`config.mk`:
```
export PLATFORM = sky130hd
export DESIGN_NAME = keypad_entry_controller
export DESIGN_NICKNAME = d
export VERILOG_FILES = /design/src/rtl/keypad_pkg.sv /design/src/rtl/entry_timeout_timer.sv /design/src/rtl/keypad_entry_controller.sv
export SDC_FILE = /design/constraint.sdc
export NUM_CORES = 1
export LEC_CHECK = 0
export ABC_CLOCK_PERIOD_IN_PS = 4090
export CAP_MARGIN = 20
export CORE_MARGIN = 2
export CORE_UTILIZATION = 34
export DETAILED_ROUTE_END_ITERATION = 8
export HOLD_SLACK_MARGIN = 0.05
export PLACE_DENSITY_LB_ADDON = 0.3
export SKIP_CTS_REPAIR_TIMING = 1
export SLEW_MARGIN = 20
export SYNTH_ARGS = -nofsm -noshare
export SYNTH_HDL_FRONTEND = slang
export SYNTH_SLANG_ARGS = --single-unit
```
`constraint.sdc`:
```
create_clock -name clk -period 4.09 [get_ports clk]
set_clock_uncertainty 0.2 [all_clocks]
set_input_delay 1.0225 -clock clk [delete_from_list [all_inputs] [get_ports clk]]
set_output_delay 1.0225 -clock clk [all_outputs]
set_load 0.01 [all_outputs]
```
`src/rtl/keypad_pkg.sv`:
```
// Key codes and entry-state encoding shared by the keypad decoder
// and the entry controller.
package keypad_pkg;

    localparam logic [3:0] KEY_ENTER = 4'hA;
    localparam logic [3:0] KEY_BACK  = 4'hB;
    localparam logic [3:0] KEY_CLEAR = 4'hC;

    typedef enum logic [1:0] {
        IDLE,
        ENTRY,
        OUTPUT
    } entry_state_t;

endpackage

```
`src/rtl/entry_timeout_timer.sv`:
```
// Inactivity timer: pulses expired when run has been held for
// TIMEOUT_CYCLES cycles without a restart. A zero parameter disables it.
module entry_timeout_timer #(
    parameter int TIMEOUT_CYCLES = 50_000_000
) (
    input  logic clk,
    input  logic rst,
    input  logic run,
    input  logic restart,
    output logic expired
);

    localparam int TW = (TIMEOUT_CYCLES > 0) ? $clog2(TIMEOUT_CYCLES + 1) : 1;
    localparam logic [TW-1:0] LAST = TW'((TIMEOUT_CYCLES > 0) ? TIMEOUT_CYCLES - 1 : 0);
    localparam logic [TW-1:0] TOP  = TW'((TIMEOUT_CYCLES > 0) ? TIMEOUT_CYCLES : 0);

    logic [TW-1:0] cnt_q, cnt_d;

    always_comb begin
        cnt_d = cnt_q;
        if (!run || restart) begin
            cnt_d = '0;
        end else if (cnt_q != TOP) begin
            cnt_d = cnt_q + 1'b1;
        end
    end

    always_ff @(posedge clk) begin
        if (rst) begin
            cnt_q <= '0;
        end else begin
            cnt_q <= cnt_d;
        end
    end

    assign expired = (TIMEOUT_CYCLES > 0) && run && !restart && (cnt_q == LAST);

endmodule

```
`src/rtl/keypad_entry_controller.sv`:
```
// Collects keypad events into a BCD code with backspace, clear, commit
// and inactivity timeout; hands committed codes out over valid/ready.
module keypad_entry_controller
    import keypad_pkg::*;
#(
    parameter int  MAX_DIGITS     = 4,
    parameter int  MIN_DIGITS     = 1,
    parameter int  TIMEOUT_CYCLES = 50_000_000,
    localparam int CNT_W          = $clog2(MAX_DIGITS + 1),
    localparam int BUF_W          = 4 * MAX_DIGITS
) (
    input  logic             clk,
    input  logic             rst,
    input  logic [3:0]       tecla_value,
    input  logic             tecla_valid,
    input  logic             code_ready,
    output logic             code_valid,
    output logic [BUF_W-1:0] code_bcd,
    output logic [CNT_W-1:0] code_len,
    output logic [BUF_W-1:0] entry_bcd,
    output logic [CNT_W-1:0] entry_len,
    output logic             entry_error,
    output logic             timeout,
    output logic             key_dropped
);

    localparam logic [CNT_W-1:0] LEN_MAX = CNT_W'(MAX_DIGITS);
    localparam logic [CNT_W-1:0] LEN_MIN = CNT_W'(MIN_DIGITS);
    localparam logic [CNT_W-1:0] LEN_ONE = CNT_W'(1);

    entry_state_t     state_q, state_d;
    logic [BUF_W-1:0] buf_q, buf_d, code_q, code_d;
    logic [CNT_W-1:0] len_q, len_d, clen_q, clen_d;
    logic             tecla_q, tecla_d;
    logic             err_q, err_d, to_q, to_d, drop_q, drop_d;
    logic             key_ev, is_digit, is_enter, is_back, is_clear;
    logic             restart, expired;
    logic [BUF_W-1:0] shifted;

    assign tecla_d  = tecla_valid;
    assign key_ev   = tecla_valid & ~tecla_q;
    assign is_digit = tecla_value <= 4'd9;
    assign is_enter = tecla_value == KEY_ENTER;
    assign is_back  = tecla_value == KEY_BACK;
    assign is_clear = tecla_value == KEY_CLEAR;
    assign shifted  = (buf_q << 4) | BUF_W'(tecla_value);

    entry_timeout_timer #(
        .TIMEOUT_CYCLES(TIMEOUT_CYCLES)
    ) u_timer (
        .clk    (clk),
        .rst    (rst),
        .run    (state_q == ENTRY),
        .restart(restart),
        .expired(expired)
    );

    always_comb begin
        state_d = state_q;
        buf_d   = buf_q;
        len_d   = len_q;
        code_d  = code_q;
        clen_d  = clen_q;
        err_d   = 1'b0;
        to_d    = 1'b0;
        drop_d  = 1'b0;
        restart = 1'b0;
        unique case (state_q)
            IDLE: begin
                if (key_ev && is_digit) begin
                    buf_d   = shifted;
                    len_d   = LEN_ONE;
                    state_d = ENTRY;
                end else if (key_ev && is_enter) begin
                    err_d = (MIN_DIGITS >= 1);
                end
            end
            ENTRY: begin
                restart = key_ev & (is_digit | is_enter | is_back | is_clear);
                if (restart) begin
                    unique case (1'b1)
                        is_digit: begin
                            if (len_q < LEN_MAX) begin
                                buf_d = shifted;
                                len_d = len_q + 1'b1;
                            end else begin
                                err_d = 1'b1;
                            end
                        end
                        is_back: begin
                            buf_d = buf_q >> 4;
                            len_d = len_q - 1'b1;
                            if (len_q == LEN_ONE) state_d = IDLE;
                        end
                        is_clear: begin
                            buf_d   = '0;
                            len_d   = '0;
                            state_d = IDLE;
                        end
                        is_enter: begin
                            if (len_q >= LEN_MIN) begin
                                code_d  = buf_q;
                                clen_d  = len_q;
                                state_d = OUTPUT;
                            end else begin
                                err_d = 1'b1;
                            end
                        end
                        default: ;
                    endcase
                end else if (expired) begin
                    buf_d   = '0;
                    len_d   = '0;
                    to_d    = 1'b1;
                    state_d = IDLE;
                end
            end
            OUTPUT: begin
                // keys cannot reach the buffer until the code is taken
                drop_d = key_ev;
                if (code_ready) begin
                    buf_d   = '0;
                    len_d   = '0;
                    state_d = IDLE;
                end
            end
            default: state_d = IDLE;
        endcase
    end

    always_ff @(posedge clk) begin
        if (rst) begin
            state_q <= IDLE;
            buf_q   <= '0;
            len_q   <= '0;
            code_q  <= '0;
            clen_q  <= '0;
            tecla_q <= 1'b0;
            err_q   <= 1'b0;
            to_q    <= 1'b0;
            drop_q  <= 1'b0;
        end else begin
            state_q <= state_d;
            buf_q   <= buf_d;
            len_q   <= len_d;
            code_q  <= code_d;
            clen_q  <= clen_d;
            tecla_q <= tecla_d;
            err_q   <= err_d;
            to_q    <= to_d;
            drop_q  <= drop_d;
        end
    end

    assign code_valid  = (state_q == OUTPUT);
    assign code_bcd    = code_q;
    assign code_len    = clen_q;
    assign entry_bcd   = buf_q;
    assign entry_len   = len_q;
    assign entry_error = err_q;
    assign timeout     = to_q;
    assign key_dropped = drop_q;

endmodule
```
==> Word-level counts from Yosys, hierarchy flattened <==
Index checks and enable logic that the tools add are counted.
{ "word_totals": {"regBits": 70, "input_bits": 8, "out_inout_bits": 42, "wordCells": 87} }
{ "classes": {"addsub": 3, "n_lt_le_gt_ge": 3, "n_eq_ne": 16, "muxes": 31, "bitwise": 9, "n_reduce_logical": 15} }
{ "op_table": {"columns": ["cell", "n"], "rows": [
  ["$pmux W16 S3", 2],
  ["$mux W16", 5],
  ["$add A26 B1 Y26 const B", 1],
  ["$eq A26 B26 Y1 const B", 1],
  ["$ne A26 B26 Y1 const B", 1],
  ["$pmux W3 S3", 2],
  ["$or A16 B4 Y16", 1],
  ["$mux W3", 5],
  ["$eq A4 B4 Y1 const B", 3],
  ["$mux W2", 6],
  ["$ne A4 B4 Y1 const B", 3],
  ["$pmux W2 S3", 2],
  ["$reduce_and A6 Y1", 2],
  ["$ne A5 B5 Y1 const B", 2],
  ["$mux W1", 7],
  ["$le A4 B4 Y1 const B", 1],
  ["$logic_and A1 B1 Y1", 4],
  ["$ne A2 B2 Y1 const B", 2],
  ["$pmux W1 S2", 2],
  ["$reduce_and A4 Y1", 1],
  ["$reduce_or A2 Y1", 2],
  ["$add A3 B1 Y3 const B", 1],
  ["$eq A3 B1 Y1 const B", 1],
  ["$ge A3 B1 Y1 const B", 1],
  ["other kinds (13)", 19]
]} }

==> Longest topological paths before layout <==
{ "depth": {"ltp_word": 12, "ltp_mapped": 9, "mapped_depth_nobuf": 7} }

==> Modules after synthesis <==
Synthesis repeated with hierarchy kept, for this count alone.
{ "hier_totals": {"cells_unflattened": 452, "hier_area_um2": 3764.9} }
{ "modules_own_cells": {"columns": ["mod", "instances", "cells_each", "area_each_um2", "seq_area_each_um2"], "rows": [
  ["keypad_entry_controller", 1, 289, 2367.3, 880.8],
  ["entry_timeout_timer", 1, 163, 1397.6, 520.5]
]} }

==> Least setup slack after synthesis <==
Ideal clock, no wire load.
{ "synth_timing": {"path_kind": "input-to-reg", "start": "in tecla_value[2]", "end": "reg buf_q[12], in the netlist entry_bcd[12]", "setup_ns": 0.121, "t_arrival_ns": 2.702, "required_time_ns": 3.769, "setup_slack_ns": 1.067, "cell_stages": 7, "path_buffers": 2, "path_cell_list": "clkbuf_1 o211ai_1 and2_1 o41a_1 a211o_1 buf_6 mux2_4"} }
{ "synth_between": {"elab_chain_len": 11, "word_cells_on_any_way": 21, "cone_classes": "order compare (1); eq/ne (7); mux (4); bitwise (4); reduce/logical (5)"} }
{ "synth_lines": {"columns": ["item", "line", "source"], "rows": [
  ["from (decl)", "keypad_entry_controller.sv:14", "input logic [3:0] tecla_value,"],
  ["$le A4 B4 Y1 or $eq A4 B4 Y1 (tied branches)", "keypad_entry_controller.sv:42, keypad_entry_controller.sv:43", null],
  ["$or A1 B1 Y1 (3 in a row)", "keypad_entry_controller.sv:79", "restart = key_ev & (is_digit | is_enter | is_back | is_clear);"],
  ["$and A1 B1 Y1", "keypad_entry_controller.sv:79", null],
  ["$mux W1", "keypad_entry_controller.sv:68", "unique case (state_q)"],
  ["$logic_not A1 Y1", "entry_timeout_timer.sv:36", "assign expired = (TIMEOUT_CYCLES > 0) && run && !restart && (cnt_q == LAST);"],
  ["$logic_and A1 B1 Y1 (2 in a row)", "entry_timeout_timer.sv:36", null],
  ["$ne A3 B3 Y1 (no source line)", null, null],
  ["$reduce_and A6 Y1 (no source line)", null, null],
  ["to (signal assigned)", "keypad_entry_controller.sv:144", "buf_q <= buf_d;"],
  ["to (decl)", "keypad_entry_controller.sv:32", "logic [BUF_W-1:0] buf_q, buf_d, code_q, code_d;"]
]} }
Several ways; a longest one is shown, not always the timed one.
A chain may end at the register's enable or synchronous reset.

==> Final worst setup path <==
{ "layout_timing": {"start": "in tecla_value[1]", "end": "reg buf_q[13], in the netlist entry_bcd[13]"} }
The elaborated chain is that of the path after synthesis.

==> flow_summary.toml <==
[global_routing]
antenna_found_initial = 0
grt_usage = 0.159
overflow = 0
grt_pass1_vias = 2866
grt_pass1_wl_um = 14200
grt_max_degree = 60

[worst_setup_path]
crit_cells = 6
cpPeakStageDelay_ns = 0.61
crit_type = "in2reg"
r2r-end = "entry_bcd[13]"
cp_slowest_cell = "clkdlybuf4s50_1"
cp_max_fo = 15
cp_cell_sequence = "clkdlybuf4s50_1 > o211ai_1 > and2_1 > o41a_1 > a211o_1 > mux2_4"
r2r_slack_ns = 1.18
ff2ff_path_depth = 5
crit_buf_inv = 1
required_ns = 4.13
end_kind = "flip-flop"
worstPathArrival_ns = 3.48
crit_path_start_kind = "primary input"
crit_start = "tecla_value[1]"
reg2reg_from = "u_timer.cnt_q[14]"
endpoint = "entry_bcd[13]"
crit_family = "compound AO/OA/AOI/OAI gates"

[synthesis]
synth_area_leaders = "dfxtp_1 (39%), mux2i_1 (5.1%), nand2_1 (4.9%)"
postSynth.asyncResetShare = 0
syn_area_um2 = 3560
synth_top_area_frac = 0.394
synth_top_cell_by_area = "dfxtp_1"
synth_edf_count = 0
synth.distinct_cells = 44
ys_seq_area_frac = 0.394
synth-seq-cells = 70
syn_inst = 427
yosysMostFrequentCell = "dfxtp_1"
synth.yosys.warnings = 0
syn_nets = 444
synthFlopType = "dfxtp_1"
ys_top_cells_by_count = "dfxtp_1 (70), nand2_1 (46), nor2_1 (40)"
synth_area_per_cell_um2 = 8.33

[die]
initial_core_util = 0.348
die_w_um = 106
pin_count = 50
rows = 37
die_h_um = 106
core-area_um2 = 10200
floorplan.die_area_um2 = 11300

[power]
ir_worst_vdd_mv = 0.250
pwr_density_cell_nw_per_um2 = 372
p_leak_nw = 1.45

[sta]
hold_viol = 0
relSlewSlack = 0.443
hold_slack_ns = 0.255
period_share = 0.839
setup_tns_ns = 0
setup_viol = 0
final_max_slew_viol_count = 0
grt_setup_unrepaired = "false"
tightest_slew_ns = 0.836
fin_crit_ns = 3.43
fmax_ghz = 0.291

[drt]
firstDrtPassIters = 4
drtAntennaViolNets = 0
routed-via-count = 3082
via_per_inst = 5.05
wl_per_cell_um = 14.2
initialDrtViolationCount = 153
wirelength_um = 8690
drc = 0

[clock_tree]
clock_sinks = 70
cts_root_buf = "clkbuf_8"
clk_pin_slew_ns = 0.07
cts_tree = "built"
worst_skew_pair.late_latency_ns = 0.35
cts_buffer_depth = 2
cts_made_buffers = 9
cts_max_level = 3

[run_status]
status = "finished clean"

[placed_design]
dp_hpwl_um = 5980
globalplace.congestion = 0.822
portBuffers = 49

[cells_and_area]
drive_above_1_share = 0.0654
antenna_cells = 0
nNetsFinal = 488
area_growth_pct = 21.2

[worst_hold_path]
hold_class = "reg2reg"

[flow_run]
cap_viol_max_count = 0
[cells in the final DEF, fill, tap and decap left out, types with 3 or more instances in the layout]
cell	Yosys	final
dfxtp_1	70	70
clkdlybuf4s50_1	0	48
nand2_1	46	46
nor2_1	40	40
a21oi_1	32	32
inv_1	25	25
nand2b_1	20	20
mux2i_1	18	18
xnor2_1	17	17
nor3_1	16	16
nand3_1	15	15
nor4_1	12	12
o21bai_1	10	10
clkbuf_8	0	10
ha_1	9	9
buf_4	0	8
a21boi_0	7	7
nand4_1	5	5
o21ai_0	5	5
mux2_4	5	5
xor2_1	5	5
and2_1	4	4
and4_1	4	4
nand4b_1	4	4
nand3b_1	4	4
o211ai_1	3	3
or3b_2	3	3
a22oi_1	3	3
[per-stage QoR]
stage	setup slack [ns]	util	instances	total power, mW	instance area, um^2
final	0.658	0.421	610	1.60	4310
after global routing	0.499	0.421	610	1.69	4310
after CTS	0.683	0.421	610	1.62	4310
after detailed placement	0.300	0.406	596	1.14	4160
after global placement	0.351	0.406	596	1.14	4160
after floorplan	1.07	-	427	1.04	3560
[how the worst min path moves through the flow]
stage,startpoint,end,slack (ns),cells after the start
after detailed placement,code_bcd[7],code_bcd[7],0.25,2
after global routing,code_bcd[10],code_bcd[10],0.28,2
after floorplan,u_timer.cnt_q[12],u_timer.cnt_q[12],0.28,2
final,code_bcd[7],code_bcd[7],0.25,2
after global placement,code_bcd[6],code_bcd[6],0.24,2
after CTS,code_bcd[7],code_bcd[7],0.26,2
[report_power, final]
group / total, mW / switching [mW] / internal, mW
Clock: 0.474 / 0.245 / 0.228
Combinational: 0.381 / 0.205 / 0.176
Sequential: 0.748 / 0.0386 / 0.709
[final cells by class]
cell class | count | area [um^2]
inverters | 25 | 93.8
flip-flops and latches | 70 | 1400
well taps | 136 | 170
clock buffers | 12 | 145
multi-input cells | 308 | 1950
fillers | 1047 | 5920
repair buffers | 57 | 546
clock inverters | 2 | 10.0
[per-layer routing]
metal / global-route usage / up-vias / routed length, um
met2: 0.234 / 64 / 3790
met4: 0.0714 / 0 / 163
met3: 0.0343 / 13 / 371
met5: 0 / - / 0
met1: 0.222 / 1449 / 4360
li1: - / 1556 / -
[worst reg2reg max path, cell delays in order (launching register included)]
cell and delay [ns]:
dfxtp_1 0.42, nand4b_1 0.16, or4_1 0.57, o41a_1 0.45, a211o_1 0.58, mux2_4 0.43
[cells by family (layout without fill, tap and decap cells)]
kind of cell | count (synthesis) | after routing | synth area share
flops | 70 | 70 | 0.394
compound gates | 67 | 67 | 0.117
mux | 23 | 23 | 0.0718
simple gates | 187 | 187 | 0.272
buf+inv | 49 | 96 | 0.0591
fa+ha+maj | 9 | 9 | 0.0317
xor+xnor | 22 | 22 | 0.0542
[flip-flops by register name, summed over array words and instances, names as in the netlist, 2 cells and up]
name,count
code_bcd,16
code_len,3
entry_bcd,16
entry_len,3
state_q,2
u_timer.cnt_q,26
Power figures use the tool's default switching activity.
